File: src/rtl/ram_ctrl_pkg.sv
// ----------------------------------------------------------------------------
// ram_ctrl_pkg
// Shared definitions for the queued RAM controller:
//   - default geometry constants (FIFO depth, RAM address and data widths)
//   - state_t, the controller FSM encoding (IDLE, ISSUE, RESP)
// ----------------------------------------------------------------------------
package ram_ctrl_pkg;

    localparam int DEFAULT_DEPTH = 4;
    localparam int DEFAULT_AW    = 5;
    localparam int DEFAULT_DW    = 32;

    typedef enum logic [1:0] {
        IDLE  = 2'd0,   // no access in flight
        ISSUE = 2'd1,   // ram_cs is high for exactly this cycle
        RESP  = 2'd2    // read data parked until the consumer takes it
    } state_t;

endpackage : ram_ctrl_pkg

File: src/rtl/req_fifo.sv
// ----------------------------------------------------------------------------
// req_fifo
// Synchronous first-in first-out request queue with a combinational head.
//
// Ports:
//   clock    in   single clock, posedge
//   reset_n  in   asynchronous active-low reset; empties the queue
//   i_push   in   write i_wdata at the tail (ignored when full)
//   i_wdata  in   [WIDTH-1:0] entry to enqueue
//   i_pop    in   drop the head entry (ignored when empty)
//   o_rdata  out  [WIDTH-1:0] current head entry
//   o_count  out  [log2(DEPTH):0] number of stored entries
//   o_full   out  o_count == DEPTH
//   o_empty  out  o_count == 0
// ----------------------------------------------------------------------------
module req_fifo #(
    parameter int WIDTH = 8,
    parameter int DEPTH = 4    // power of two, >= 2
) (
    input  logic                     clock,
    input  logic                     reset_n,
    input  logic                     i_push,
    input  logic [WIDTH-1:0]         i_wdata,
    input  logic                     i_pop,
    output logic [WIDTH-1:0]         o_rdata,
    output logic [$clog2(DEPTH):0]   o_count,
    output logic                     o_full,
    output logic                     o_empty
);

    localparam int PW = $clog2(DEPTH);
    localparam logic [PW:0] FULL_CNT = (PW+1)'(DEPTH);

    logic [WIDTH-1:0] r_mem [DEPTH];
    logic [PW-1:0]    r_wr_ptr;
    logic [PW-1:0]    r_rd_ptr;
    logic [PW:0]      r_count;
    logic             w_push;
    logic             w_pop;

    assign w_push  = i_push && !o_full;
    assign w_pop   = i_pop  && !o_empty;
    assign o_full  = (r_count == FULL_CNT);
    assign o_empty = (r_count == '0);
    assign o_count = r_count;
    assign o_rdata = r_mem[r_rd_ptr];

    // NOTE: storage carries no reset; an entry is only ever read after it
    // has been written, so clearing it would buy nothing but reset fan-out.
    always_ff @(posedge clock) begin
        if (w_push) begin
            r_mem[r_wr_ptr] <= i_wdata;
        end
    end

    // Pointers are exactly log2(DEPTH) bits wide, so they wrap modulo DEPTH
    // on their own.
    // NOTE: sequential state uses non-blocking assignments so every flop
    // samples pre-edge values regardless of process evaluation order.
    always_ff @(posedge clock or negedge reset_n) begin
        if (!reset_n) begin
            r_wr_ptr <= '0;
            r_rd_ptr <= '0;
            r_count  <= '0;
        end else begin
            if (w_push) r_wr_ptr <= r_wr_ptr + 1'b1;
            if (w_pop)  r_rd_ptr <= r_rd_ptr + 1'b1;
            case ({w_push, w_pop})
                2'b10:   r_count <= r_count + 1'b1;
                2'b01:   r_count <= r_count - 1'b1;
                default: r_count <= r_count;   // idle, or push and pop together
            endcase
        end
    end

endmodule : req_fifo

File: src/rtl/ram_ctrl.sv
// ----------------------------------------------------------------------------
// ram_ctrl
// Queues read/write requests and replays them, strictly in order, onto a RAM
// that samples its registered controls on the falling clock edge.  Writes
// stream at one per cycle; a read holds the RAM idle until its response has
// been accepted.
//
// Ports:
//   clock      in   single clock, posedge
//   reset_n    in   asynchronous active-low reset
//   req_valid  in   request offered
//   req_ready  out  queue can accept (registered occupancy only)
//   req_we     in   1 = write, 0 = read
//   req_addr   in   [AW-1:0] RAM address
//   req_wdata  in   [DW-1:0] write data
//   rsp_valid  out  read response available
//   rsp_ready  in   consumer accepts the response
//   rsp_rdata  out  [DW-1:0] read data
//   rsp_addr   out  [AW-1:0] address the data came from
//   ram_cs     out  registered RAM chip select
//   ram_we     out  registered RAM write enable
//   ram_addr   out  [AW-1:0] registered RAM address
//   ram_wdata  out  [DW-1:0] registered RAM write data
//   ram_rdata  in   [DW-1:0] RAM data, valid after the falling edge of an
//                   issue cycle
//   busy       out  access in progress or requests queued
//   count      out  [log2(DEPTH):0] queue occupancy
// ----------------------------------------------------------------------------
module ram_ctrl
    import ram_ctrl_pkg::*;
#(
    parameter int DEPTH = DEFAULT_DEPTH,
    parameter int AW    = DEFAULT_AW,
    parameter int DW    = DEFAULT_DW
) (
    input  logic                     clock,
    input  logic                     reset_n,
    input  logic                     req_valid,
    output logic                     req_ready,
    input  logic                     req_we,
    input  logic [AW-1:0]            req_addr,
    input  logic [DW-1:0]            req_wdata,
    output logic                     rsp_valid,
    input  logic                     rsp_ready,
    output logic [DW-1:0]            rsp_rdata,
    output logic [AW-1:0]            rsp_addr,
    output logic                     ram_cs,
    output logic                     ram_we,
    output logic [AW-1:0]            ram_addr,
    output logic [DW-1:0]            ram_wdata,
    input  logic [DW-1:0]            ram_rdata,
    output logic                     busy,
    output logic [$clog2(DEPTH):0]   count
);

    localparam int EW = 1 + AW + DW;   // queue entry: {we, addr, wdata}

    state_t r_state;
    state_t w_state_nxt;

    logic          r_rst_done;
    logic          r_ram_cs,    w_ram_cs_nxt;
    logic          r_ram_we,    w_ram_we_nxt;
    logic [AW-1:0] r_ram_addr,  w_ram_addr_nxt;
    logic [DW-1:0] r_ram_wdata, w_ram_wdata_nxt;
    logic          r_rsp_valid, w_rsp_valid_nxt;
    logic [DW-1:0] r_rsp_rdata, w_rsp_rdata_nxt;
    logic [AW-1:0] r_rsp_addr,  w_rsp_addr_nxt;

    logic          w_push;
    logic          w_pop;
    logic [EW-1:0] w_head;
    logic          w_full;
    logic          w_empty;
    logic          w_head_we;
    logic [AW-1:0] w_head_addr;
    logic [DW-1:0] w_head_wdata;
    logic [$clog2(DEPTH):0] w_count;

    // Ready depends only on registered occupancy, so a full queue refuses a
    // request even in a cycle where the head is being popped.  r_rst_done
    // keeps ready low until the first edge after reset is released.
    assign req_ready = r_rst_done && !w_full;
    assign w_push    = req_valid && req_ready;

    req_fifo #(
        .WIDTH (EW),
        .DEPTH (DEPTH)
    ) u_req_fifo (
        .clock   (clock),
        .reset_n (reset_n),
        .i_push  (w_push),
        .i_wdata ({req_we, req_addr, req_wdata}),
        .i_pop   (w_pop),
        .o_rdata (w_head),
        .o_count (w_count),
        .o_full  (w_full),
        .o_empty (w_empty)
    );

    assign w_head_we    = w_head[EW-1];
    assign w_head_addr  = w_head[DW +: AW];
    assign w_head_wdata = w_head[DW-1:0];

    // NOTE: every signal written here gets a default first, so no path
    // through the case can leave one unassigned and infer a latch.
    always_comb begin
        w_state_nxt     = r_state;
        w_pop           = 1'b0;
        w_ram_cs_nxt    = 1'b0;
        w_ram_we_nxt    = 1'b0;
        w_ram_addr_nxt  = '0;
        w_ram_wdata_nxt = '0;
        w_rsp_valid_nxt = r_rsp_valid;
        w_rsp_rdata_nxt = r_rsp_rdata;
        w_rsp_addr_nxt  = r_rsp_addr;

        case (r_state)
            IDLE: begin
                if (!w_empty) begin
                    w_pop       = 1'b1;
                    w_state_nxt = ISSUE;
                end
            end
            ISSUE: begin
                if (r_ram_we) begin
                    // The RAM took the write on the falling edge just gone;
                    // back-to-back issue keeps writes at one per cycle.
                    if (!w_empty) begin
                        w_pop = 1'b1;
                    end else begin
                        w_state_nxt = IDLE;
                    end
                end else begin
                    w_rsp_valid_nxt = 1'b1;
                    w_rsp_rdata_nxt = ram_rdata;
                    w_rsp_addr_nxt  = r_ram_addr;
                    w_state_nxt     = RESP;
                end
            end
            RESP: begin
                if (rsp_ready) begin
                    w_rsp_valid_nxt = 1'b0;
                    if (!w_empty) begin
                        w_pop       = 1'b1;
                        w_state_nxt = ISSUE;
                    end else begin
                        w_state_nxt = IDLE;
                    end
                end
            end
            default: w_state_nxt = IDLE;
        endcase

        // Every pop launches the popped entry onto the RAM bus next cycle.
        if (w_pop) begin
            w_ram_cs_nxt    = 1'b1;
            w_ram_we_nxt    = w_head_we;
            w_ram_addr_nxt  = w_head_addr;
            w_ram_wdata_nxt = w_head_wdata;
        end
    end

    // A write whose ram_cs is cleared here before its falling edge is lost.
    always_ff @(posedge clock or negedge reset_n) begin
        if (!reset_n) begin
            r_state     <= IDLE;
            r_rst_done  <= 1'b0;
            r_ram_cs    <= 1'b0;
            r_ram_we    <= 1'b0;
            r_ram_addr  <= '0;
            r_ram_wdata <= '0;
            r_rsp_valid <= 1'b0;
            r_rsp_rdata <= '0;
            r_rsp_addr  <= '0;
        end else begin
            r_state     <= w_state_nxt;
            r_rst_done  <= 1'b1;
            r_ram_cs    <= w_ram_cs_nxt;
            r_ram_we    <= w_ram_we_nxt;
            r_ram_addr  <= w_ram_addr_nxt;
            r_ram_wdata <= w_ram_wdata_nxt;
            r_rsp_valid <= w_rsp_valid_nxt;
            r_rsp_rdata <= w_rsp_rdata_nxt;
            r_rsp_addr  <= w_rsp_addr_nxt;
        end
    end

    assign ram_cs    = r_ram_cs;
    assign ram_we    = r_ram_we;
    assign ram_addr  = r_ram_addr;
    assign ram_wdata = r_ram_wdata;
    assign rsp_valid = r_rsp_valid;
    assign rsp_rdata = r_rsp_rdata;
    assign rsp_addr  = r_rsp_addr;
    assign count     = w_count;
    assign busy      = (r_state != IDLE) || (w_count != '0);

endmodule : ram_ctrl

File: config.mk
export PLATFORM = sky130hd
export DESIGN_NAME = ram_ctrl
export DESIGN_NICKNAME = d
export VERILOG_FILES = /design/src/rtl/ram_ctrl_pkg.sv /design/src/rtl/req_fifo.sv /design/src/rtl/ram_ctrl.sv
export SDC_FILE = /design/constraint.sdc
export NUM_CORES = 1
export LEC_CHECK = 0
export BUFFER_PORTS_ARGS = -buffer_cell sky130_fd_sc_hd__clkbuf_2
export CORE_MARGIN = 5
export CORE_UTILIZATION = 62
export CTS_BUF_LIST = sky130_fd_sc_hd__clkbuf_8
export DETAILED_ROUTE_END_ITERATION = 16
export GPL_ROUTABILITY_DRIVEN = 1
export PLACE_DENSITY = 0.87
export SLEW_MARGIN = 20
export SYNTH_ARGS = -nofsm -noshare
export SYNTH_HDL_FRONTEND = slang
export SYNTH_SLANG_ARGS = --single-unit
export TNS_END_PERCENT = 1
File: constraint.sdc
create_clock -name clock -period 4.7 [get_ports clock]
set_input_delay 0.235 -clock clock [delete_from_list [all_inputs] [get_ports clock]]
set_output_delay 0.235 -clock clock [all_outputs]
set_load 0.01 [all_outputs]
==> flow_summary.yaml, run 1 <==
status:
  status: "complete, no violations"
routing:
  dr.pass1.iters: 4
  final_antenna_net_count: 0
  post-route-drc-count: 0
  drt-initial-drc-count: 227
  vias_per_cell: 5.36
  drt_wl_total_mm: 17.4
  wire_per_inst_um: 19.6
  via_count: 4750
worst_hold_path:
  hold_end: "u_req_fifo.r_wr_ptr[0]"
  hp-class: "in2reg"
  min_path_cells: 4
  min_from: "req_valid"
logic_synthesis:
  synth-edff-count: 152
  synth_most_common_cell: "edfxtp_1"
  syn_area_per_cell_um2: 20.6
  ys_types: 32
  yosysTopAreaCell: "edfxtp_1"
  netlist_area_um2: 8810
  postSynth.asyncResetShare_pct: 36.4
  synth-seq-area-share_pct: 76.5
  synthTopCellsByCount: "edfxtp_1, dfrtp_1, nor2b_1, mux2_2, mux4_2"
  synth_cells: 427
  synth_top_area_share_pct: 51.8
  synth_ff_type: "edfxtp_1"
  yosys_register_bits: 239
  synthTopCellsByArea: "edfxtp_1, dfrtp_1, mux4_2"
  synth-warning-count: 0
  synth_fp_nets: 511
clock_network:
  clockBufferDepth: 3
  ctsResizeCount: 0
  h-tree-depth: 2
  clk_latency_ns: 0.51
  clkTransAtPathRegs_ns: 0.06
  postCtsHoldBufs: 72
  cts_tree: "built"
  cts_setup_buffers: 0
  clock-root-buffer: "clkbuf_8"
  cts_buffers: 37
  cts.sinks: 239
timing:
  fin_setup_tns_ns: 0
  max_freq_mhz: 338
  setup_viol: 0
  fin_crit_sh_pct: 62.9
  fin_skew_ns: 0.0206
  period_needed_ns: 2.96
  hold_viol_final: 0
  finalMaxSlewViolations: 0
  maxSlewHeadroom_pct: 28.8
  worst_pin_slew_ns: 1.07
  rsz0062_at_grt: "false"
finish:
  layout.nets: 762
  fin_area_um2: 11200
  fillers: 669
  syn_to_final_growth_pct: 27.4
  drive_above_1_share_pct: 42.4
  antenna_cells: 0
critical_path:
  critical_path_required_ns: 5.08
  crit_chain: "inv_1 -> ha_1 -> mux2_2 -> o211ai_4 -> buf_4 -> inv_1 -> ha_1 -> fa_1 -> xnor2_1 -> nor2_1 -> xor2_1"
  slowest_delay_ns: 0.46
  cp_slowest_cell: "buf_4"
  cp_max_fo: 42
  worstRegToRegCells: 11
  r2r-end: "u_req_fifo.o_count[2]"
  endpoint_kind: "flip-flop"
  cp-start-kind: "flip-flop"
  cp-startpoint: "r_state[0]"
  critical_path_class: "reg2reg"
  worstReg2RegStart: "r_state[0]"
  reg2reg_slack_ns: 1.74
  worstPathArrival_ns: 3.34
floorplanning:
  rows: 43
  initial_utilization_pct: 63.4
  chipHeight_um: 129
  die_w_um: 129
  io_pins: 156
  die-area_um2: 16700
  core_area_um2: 13900
power:
  power_density_nw_per_um2: 591
  p_switching_uw: 2000
  p_leak_uw: 0.00456
  vdd_drop_max_uv: 314
  p_seq_share_pct: 45.8
  intPower_uw: 4630
  combPwrFrac_pct: 29.2
  switching_share_pct: 30.2
  p_clk_share_pct: 24.9
placed_design:
  place.gp.congestion: 0.812
  dpl_cell_area_um2: 9760
  portBuffers: 155
  dpl.hpwl_mm: 9.91
global_route:
  grt_pass1_wl_mm: 27.5
  grt_overflow: 0
  grt_usage_pct: 21.5
  antenna_found_initial: 0
  grt_max_degree: 88
  grt_pass1_vias: 5323
run:
  cap_violations: 0
[layout by cell type, fill, tap and decap left out, types with 2 or more instances in the layout]
cell type,synthesis,routed
edfxtp_1,152,152
inv_1,9,22
dfrtp_1,87,85
a21oi_1,2,2
and2_2,0,4
xnor2_1,4,4
clkbuf_2,0,154
mux4_2,38,38
buf_4,5,2
clkbuf_8,0,48
nor2_1,3,3
ha_1,9,9
dfrtp_2,0,2
dlygate4sd3_1,0,72
mux2_2,40,40
nand2_1,3,3
clkinv_2,0,4
nor2b_1,41,40
[flip-flops by register name (all words and copies together) (netlist names)]
| name | cells |
|---|---|
| u_req_fifo.r_rd_ptr | 2 |
| ram_we | 1 |
| rsp_addr | 5 |
| r_state | 2 |
| rsp_rdata | 32 |
| u_req_fifo.r_wr_ptr | 2 |
| r_rst_done | 1 |
| ram_addr | 5 |
| rsp_valid | 1 |
| ram_wdata | 32 |
| ram_cs | 1 |
| u_req_fifo.o_count | 3 |
| u_req_fifo.r_mem | 152 |
[layer usage]
metal / global-route usage, % / up-vias / wire length [µm]
met5: 0 / - / 0
met4: 6.24 / 0 / 182
met3: 4.78 / 18 / 1400
met2: 37.5 / 192 / 9040
met1: 27.6 / 2398 / 6790
li1: - / 2142 / -
[worst max-delay path by stage]
stage,to,slack (ns),depth (start not counted)
floorplan,u_req_fifo.o_count[2],2.18,11
global placement,u_req_fifo.o_count[2],1.83,11
global route,u_req_fifo.o_count[2],1.56,11
finish,u_req_fifo.o_count[2],1.74,11
CTS,u_req_fifo.o_count[2],1.74,11
detailed placement,u_req_fifo.o_count[2],1.74,11
[worst max-delay path: cells and delay by family, from the launching register on]
kind            cells  cell delay, ns
compound gates      1            0.16
xor+xnor            2            0.29
fa+ha+maj           3            0.87
buf+inv             3            0.66
flops               1            0.41
mux                 1            0.39
simple gates        1            0.06
[through the flow]
step / instances / total power [µW] / utilization, % / setup slack (ns) / hold WS, ns
2_1_floorplan: 427 / 4310 / - / 2.18 / -0.0606
3_3_place_gp: 747 / 4870 / 70.3 / 1.83 / 0.447
3_5_place_dp: 747 / 4970 / 70.3 / 1.74 / 0.456
4_1_cts: 886 / 6680 / 80.8 / 1.74 / 0.154
5_1_grt: 886 / 7010 / 80.8 / 1.56 / 0.184
6_report: 886 / 6630 / 80.8 / 1.74 / 0.178
[logic make-up after synthesis]
logic type,Yosys count,synth area share [%]
AOI/OAI and AO/OA,11,1.09
buffers and inverters,26,1.45
DFF,239,76.5
other,1,0.0426
xor gates and xnor gates,5,0.497
and+or+nand+nor,56,3.91
muxes,79,15.0
adders and majority gates,10,1.51
[layout make-up]
| cell class | instances | area, µm² | share of cell area, % |
|---|---|---|---|
| clock inverter | 19 | 80.1 | 0.714 |
| clock buffer | 48 | 661 | 5.89 |
| multi-input combinational | 162 | 1960 | 17.5 |
| sequential | 239 | 6740 | 60.1 |
| timing repair buffer | 229 | 1520 | 13.5 |
| inverter | 9 | 33.8 | 0.301 |
| tap | 180 | 225 | 2.01 |
[power groups by stage]
| stage | Sequential, µW | Combinational (µW) | Clock [µW] |
|---|---|---|---|
| 2_1_floorplan | 3030 | 1280 | 0 |
| 3_3_place_gp | 3040 | 1830 | 0 |
| 3_5_place_dp | 3080 | 1900 | 0 |
| 4_1_cts | 3040 | 1960 | 1680 |
| 5_1_grt | 3100 | 2110 | 1800 |
| 6_report | 3040 | 1940 | 1650 |
Note: power is estimated with default switching activity, not from simulation.
==> run 2: changes to the inputs <==
--- a/config.mk
+++ b/config.mk
@@ -7,11 +7,11 @@
 export LEC_CHECK = 0
 export BUFFER_PORTS_ARGS = -buffer_cell sky130_fd_sc_hd__clkbuf_2
 export CORE_MARGIN = 5
-export CORE_UTILIZATION = 62
+export CORE_UTILIZATION = 58
 export CTS_BUF_LIST = sky130_fd_sc_hd__clkbuf_8
 export DETAILED_ROUTE_END_ITERATION = 16
 export GPL_ROUTABILITY_DRIVEN = 1
-export PLACE_DENSITY = 0.87
+export PLACE_DENSITY = 0.82
 export SLEW_MARGIN = 20
 export SYNTH_ARGS = -nofsm -noshare
 export SYNTH_HDL_FRONTEND = slang
==> constraint.sdc (replaced) <==
create_clock -name clock -period 2.8 [get_ports clock]
set_input_delay 0.14 -clock clock [delete_from_list [all_inputs] [get_ports clock]]
set_output_delay 0.14 -clock clock [all_outputs]
set_load 0.01 [all_outputs]
==> run 2 against run 1 <==
Non-clock buffer count increased by 9. Clock power increased by 68%. Flip-flop and latch count unchanged. Sequential share of layout area decreased by 0.66 points. Register-to-register slack got worse by 1.4 ns.
==> flow_summary.yaml, run 2 (synthesized netlist as in run 1, its figures left out) <==
finish:
  final_cell_mix: "clkbuf_2, edfxtp_1, dfrtp_1"
  layout_commonest_cell: "clkbuf_2"
  syn_to_final_growth_pct: 28.9
  final_core_util_pct: 75.5
  largest-register: "u_req_fifo.r_mem"
  layout.nets: 772
  largest_reg_flops: 152
  drive_above_1_share_pct: 41.8
  fillers: 860
critical_path:
  crit_chain: "inv_1 -> ha_1 -> mux2_2 -> o211ai_4 -> inv_1 -> ha_1 -> fa_1 -> xnor2_1 -> nor2_1 -> xor2_1"
  crit_family: "adder cells"
  worstReg2RegStart: "r_state[0]"
  worst-path-stages: 10
  cp-startpoint: "r_state[0]"
  r2r-end: "u_req_fifo.o_count[2]"
  cp-start-kind: "flip-flop"
  critical_path_required_ns: 3.24
  reg2reg_slack_ns: 0.36
  endpoint_kind: "flip-flop"
  critical_path_class: "reg2reg"
  worstPathArrival_ns: 2.87
  slowest_delay_ns: 0.41
  crit_end: "u_req_fifo.o_count[2]"
  cp_slowest_cell: "dfrtp_1"
  cp_max_fo: 4
  worstRegToRegCells: 10
  critPathBufInv: 2
routing:
  final_antenna_net_count: 0
  via_count: 4751
  vias_per_cell: 5.24
  dr.pass1.iters: 4
  wire_per_inst_um: 19.5
  drt_wl_total_mm: 17.7
  post-route-drc-count: 0
  drt-initial-drc-count: 194
timing:
  maxSlewHeadroom_pct: 52.3
  worst_pin_slew_ns: 0.715
  setup_viol: 0
  period_needed_ns: 2.44
  fin_setup_tns_ns: 0
  hold_viol_final: 0
  finalWorstSetupSlack_ns: 0.365
  hold_slack_ns: 0.0451
  finalMaxSlewViolations: 0
  fin_crit_sh_pct: 87.0
  rsz0062_at_grt: "false"
  fin_skew_ns: 0.0170
  max_freq_mhz: 411
power:
  vdd_drop_max_uv: 585
  p_leak_uw: 0.00462
  power_uw: 11200
  power_density_nw_per_um2: 984
floorplanning:
  rows: 45
  io_pins: 156
  die-area_um2: 17700
  chipHeight_um: 133
  initial_utilization_pct: 58.6
  die_w_um: 133
  core_area_um2: 15000
clock_network:
  cts_buffers: 38
  clock-root-buffer: "clkbuf_8"
  ctsResizeCount: 0
  cts.sinks: 239
  clkTransAtPathRegs_ns: 0.06
  clockBufferDepth: 3
  cts_tree: "built"
  h-tree-depth: 2
  clk_latency_ns: 0.52
global_route:
  grt_pass1_wl_mm: 28.8
  grt_pass1_vias: 5412
  grt_max_degree: 77
  grt_usage_pct: 20.9
  grt_overflow: 0
  antenna_found_initial: 1
run:
  cap_violations: 0
placed_design:
  portBuffers: 155
  place_ws_ns: 0.359
  place.gp.congestion: 0.828
  dpl.hpwl_mm: 10.1
worst_hold_path:
  hp-class: "in2reg"
status:
  status: "complete, no violations"
-- run 2: per-stage QoR --
stage | instance area [µm²] | instances
floorplan | 8810 | 427
global placement | 9900 | 764
detailed placement | 9900 | 764
CTS | 11300 | 905
global route | 11300 | 906
finish | 11300 | 906
-- run 2: what timing repair did --
| item | in CTS | in global routing |
|---|---|---|
| hold buffers | 72 | 0 |
| setup buffers | 0 | 0 |
| setup endpoints to repair | 0 | 0 |
| endpoints found under the hold margin | 259 | 0 |
-- run 2: final cells by class --
class                   instances  area, µm²  area share, %
clock inverters                28        160           1.41
clock buffers                  41        564           4.97
repair buffers                238       1650           14.5
inverters                       9       33.8          0.298
diodes                          1       2.50         0.0220
multi-input cells             162       1960           17.3
flip-flops and latches        239       6750           59.4
well taps                     188        235           2.07
-- run 2: how the worst min path moves through the flow --
stage | depth (start not counted) | start | end
floorplan | 0 | reset_n | r_rst_done
global placement | 1 | reset_n | rsp_rdata[26]
detailed placement | 1 | req_wdata[7] | u_req_fifo.r_mem[3][7]
CTS | 4 | req_valid | u_req_fifo.r_wr_ptr[0]
global route | 4 | req_valid | u_req_fifo.r_wr_ptr[0]
finish | 4 | req_valid | u_req_fifo.r_wr_ptr[0]
-- run 2: power breakdown --
| part | leakage, µW | internal (µW) | switching, µW |
|---|---|---|---|
| Combinational | 0.00172 | 1760 | 1580 |
| Sequential | 0.00247 | 4540 | 519 |
| Clock | 0.000429 | 1530 | 1250 |
-- run 2: routing by layer --
| layer | track usage (%) | up-vias | wire length (µm) |
|---|---|---|---|
| met1 | 25.9 | 2372 | 6890 |
| met3 | 5.74 | 24 | 1330 |
| met2 | 36.8 | 193 | 9270 |
| li1 | - | 2162 | - |
| met5 | 0 | - | 0 |
| met4 | 5.77 | 0 | 199 |
-- run 2: worst reg2reg max path: cells and delay by family, from the launching register on --
kind                       cells  cell delay [ns]
buffers and inverters          2             0.16
DFF                            1             0.41
and+or+nand+nor                1             0.11
xor gates and xnor gates       2             0.30
adders and majority gates      3             0.83
muxes                          1             0.38
AOI/OAI and AO/OA              1             0.17
==> run 3: changes to the inputs <==
--- a/config.mk
+++ b/config.mk
@@ -6,13 +6,16 @@
 export NUM_CORES = 1
 export LEC_CHECK = 0
 export BUFFER_PORTS_ARGS = -buffer_cell sky130_fd_sc_hd__clkbuf_2
+export CAP_MARGIN = 20
+export CELL_PAD_IN_SITES_DETAIL_PLACEMENT = 0
+export CELL_PAD_IN_SITES_GLOBAL_PLACEMENT = 2
 export CORE_MARGIN = 5
-export CORE_UTILIZATION = 58
+export CORE_UTILIZATION = 43
 export CTS_BUF_LIST = sky130_fd_sc_hd__clkbuf_8
 export DETAILED_ROUTE_END_ITERATION = 16
 export GPL_ROUTABILITY_DRIVEN = 1
-export PLACE_DENSITY = 0.82
-export SLEW_MARGIN = 20
+export PLACE_DENSITY_LB_ADDON = 0.1
+export SLEW_MARGIN = 25
 export SYNTH_ARGS = -nofsm -noshare
 export SYNTH_HDL_FRONTEND = slang
 export SYNTH_SLANG_ARGS = --single-unit
==> run 3 against run 2 <==
Sequential share of layout area decreased by 0.72 points. Clock power increased by 2%. Global-route usage decreased by 5.9 points. Largest cell class unchanged. Clock skew decreased by 0.0067 ns. Die area increased by 32%. Design area increased by 1.2%.
==> flow_summary.yaml, run 3 (synthesized netlist as in run 1, its figures left out) <==
global_route:
  grt_pass1_vias: 5206
  grt_pass1_wl_mm: 28.0
  grt_max_degree: 49
  grt_usage_pct: 15.0
  grt_overflow: 0
  antenna_found_initial: 0
critical_path:
  worstPathArrival_ns: 2.82
  cp_slowest_cell: "dfrtp_1"
  critical_path_required_ns: 3.18
  cp_max_fo: 4
  critical_path_class: "reg2reg"
  crit_chain: "inv_1 -> ha_1 -> mux2_2 -> o211ai_4 -> inv_1 -> ha_1 -> fa_1 -> xnor2_1 -> nor2_1 -> xor2_1"
  endpoint_kind: "flip-flop"
  worstRegToRegCells: 10
  cp-start-kind: "flip-flop"
  slowest_delay_ns: 0.40
finish:
  antenna_cells: 0
  final_cell_mix: "clkbuf_2, edfxtp_1, dfrtp_1"
  layout_commonest_cell: "clkbuf_2"
  layout.nets: 776
  drive_above_1_share_pct: 42.4
  syn_to_final_growth_pct: 30.4
  largest_reg_flops: 152
  largest-register: "u_req_fifo.r_mem"
routing:
  drt_wl_total_mm: 17.3
  via_count: 4696
  post-route-drc-count: 0
  final_antenna_net_count: 0
  drt-initial-drc-count: 139
  wire_per_inst_um: 17.4
  vias_per_cell: 4.72
  dr.pass1.iters: 4
status:
  status: "complete, no violations"
floorplanning:
  rows: 52
  initial_utilization_pct: 43.7
  die-area_um2: 23400
  chipHeight_um: 153
  core_area_um2: 20200
  io_pins: 156
  die_w_um: 153
placed_design:
  place.gp.congestion: 0.699
  dpl.hpwl_mm: 10.6
  portBuffers: 155
power:
  p_leak_uw: 0.00466
  vdd_drop_max_uv: 515
  power_uw: 11200
  power_density_nw_per_um2: 973
run:
  cap_violations: 0
timing:
  fin_setup_tns_ns: 0
  fin_skew_ns: 0.0103
  finalMaxSlewViolations: 0
  fin_crit_sh_pct: 86.9
  rsz0062_at_grt: "false"
  setup_viol: 0
  worst_pin_slew_ns: 0.723
  hold_viol_final: 0
  maxSlewHeadroom_pct: 51.8
  period_needed_ns: 2.43
  max_freq_mhz: 411
clock_network:
  clkTransAtPathRegs_ns: 0.05
  clock-root-buffer: "clkbuf_8"
  cts_buffers: 40
  cts.sinks: 239
  h-tree-depth: 2
  clockBufferDepth: 3
  cts_tree: "built"
  clk_latency_ns: 0.51
worst_hold_path:
  hp-class: "in2reg"
  min_path_cells: 4
run 3: cell count changes in the layout (fill, tap and decap cells not counted), moves of 2 or more:
cell        change
clkinv_1        -4
clkbuf_8        +4
clkinvlp_4      +2
inv_1           +4
buf_4           +4
run 3: repair_timing:
action	CTS	global route
gates resized for setup	0	0
buffers inserted	0	0
hold buffers	72	0
hold endpoints to repair	231	0
run 3: per-stage QoR:
stage	instance area (µm²)	util (%)	instances	setup WS (ns)	hold slack [ns]
6_report	11500	57.0	994	0.367	0.0469
5_1_grt	11500	57.0	994	0.208	0.0743
4_1_cts	11500	57.0	994	0.354	0.0198
3_5_place_dp	10000	49.6	848	0.373	0.203
3_3_place_gp	10000	49.6	848	0.387	0.187
2_1_floorplan	8810	-	427	0.278	-0.156
run 3: routing by layer:
metal / track usage, % / routed length [µm]
met5: 0 / 0
met3: 4.83 / 1200
met4: 4.07 / 252
met1: 19.7 / 7200
met2: 24.5 / 8610
run 3: report_power, final:
group | internal (µW) | switching, µW
registers | 4540 | 500
logic | 1750 | 1560
clock network | 1560 | 1280
total | 7850 | 3330
run 3: path summary, 6_finish.rpt:
check	startpoint	endpoint	slack (ns)
setup / recovery	r_state[0]	u_req_fifo.o_count[2]	0.37
hold / removal	req_valid	u_req_fifo.r_wr_ptr[0]	0.05
setup reg to reg	r_state[0]	u_req_fifo.o_count[2]	0.37
hold reg to reg	rsp_rdata[9]	rsp_rdata[9]	0.50
max in group asynchronous	reset_n	u_req_fifo.r_rd_ptr[0]	1.86
min in group asynchronous	reset_n	rsp_rdata[25]	0.18
run 3: final cells by class:
class	count	area, µm²
clock buffer	45	619
timing repair buffer	240	1650
fill	1592	8680
clock inverter	29	145
sequential	239	6750
inverter	9	33.8
tap	270	338
multi-input combinational	162	1960
run 3: worst max-delay path, delay by kind of cell (launching register included):
kind / cells / cell delay (ns)
and+or+nand+nor: 1 / 0.06
AOI/OAI and AO/OA: 1 / 0.17
muxes: 1 / 0.39
buffers and inverters: 2 / 0.15
adders and majority gates: 3 / 0.84
xor gates and xnor gates: 2 / 0.29
DFF: 1 / 0.40
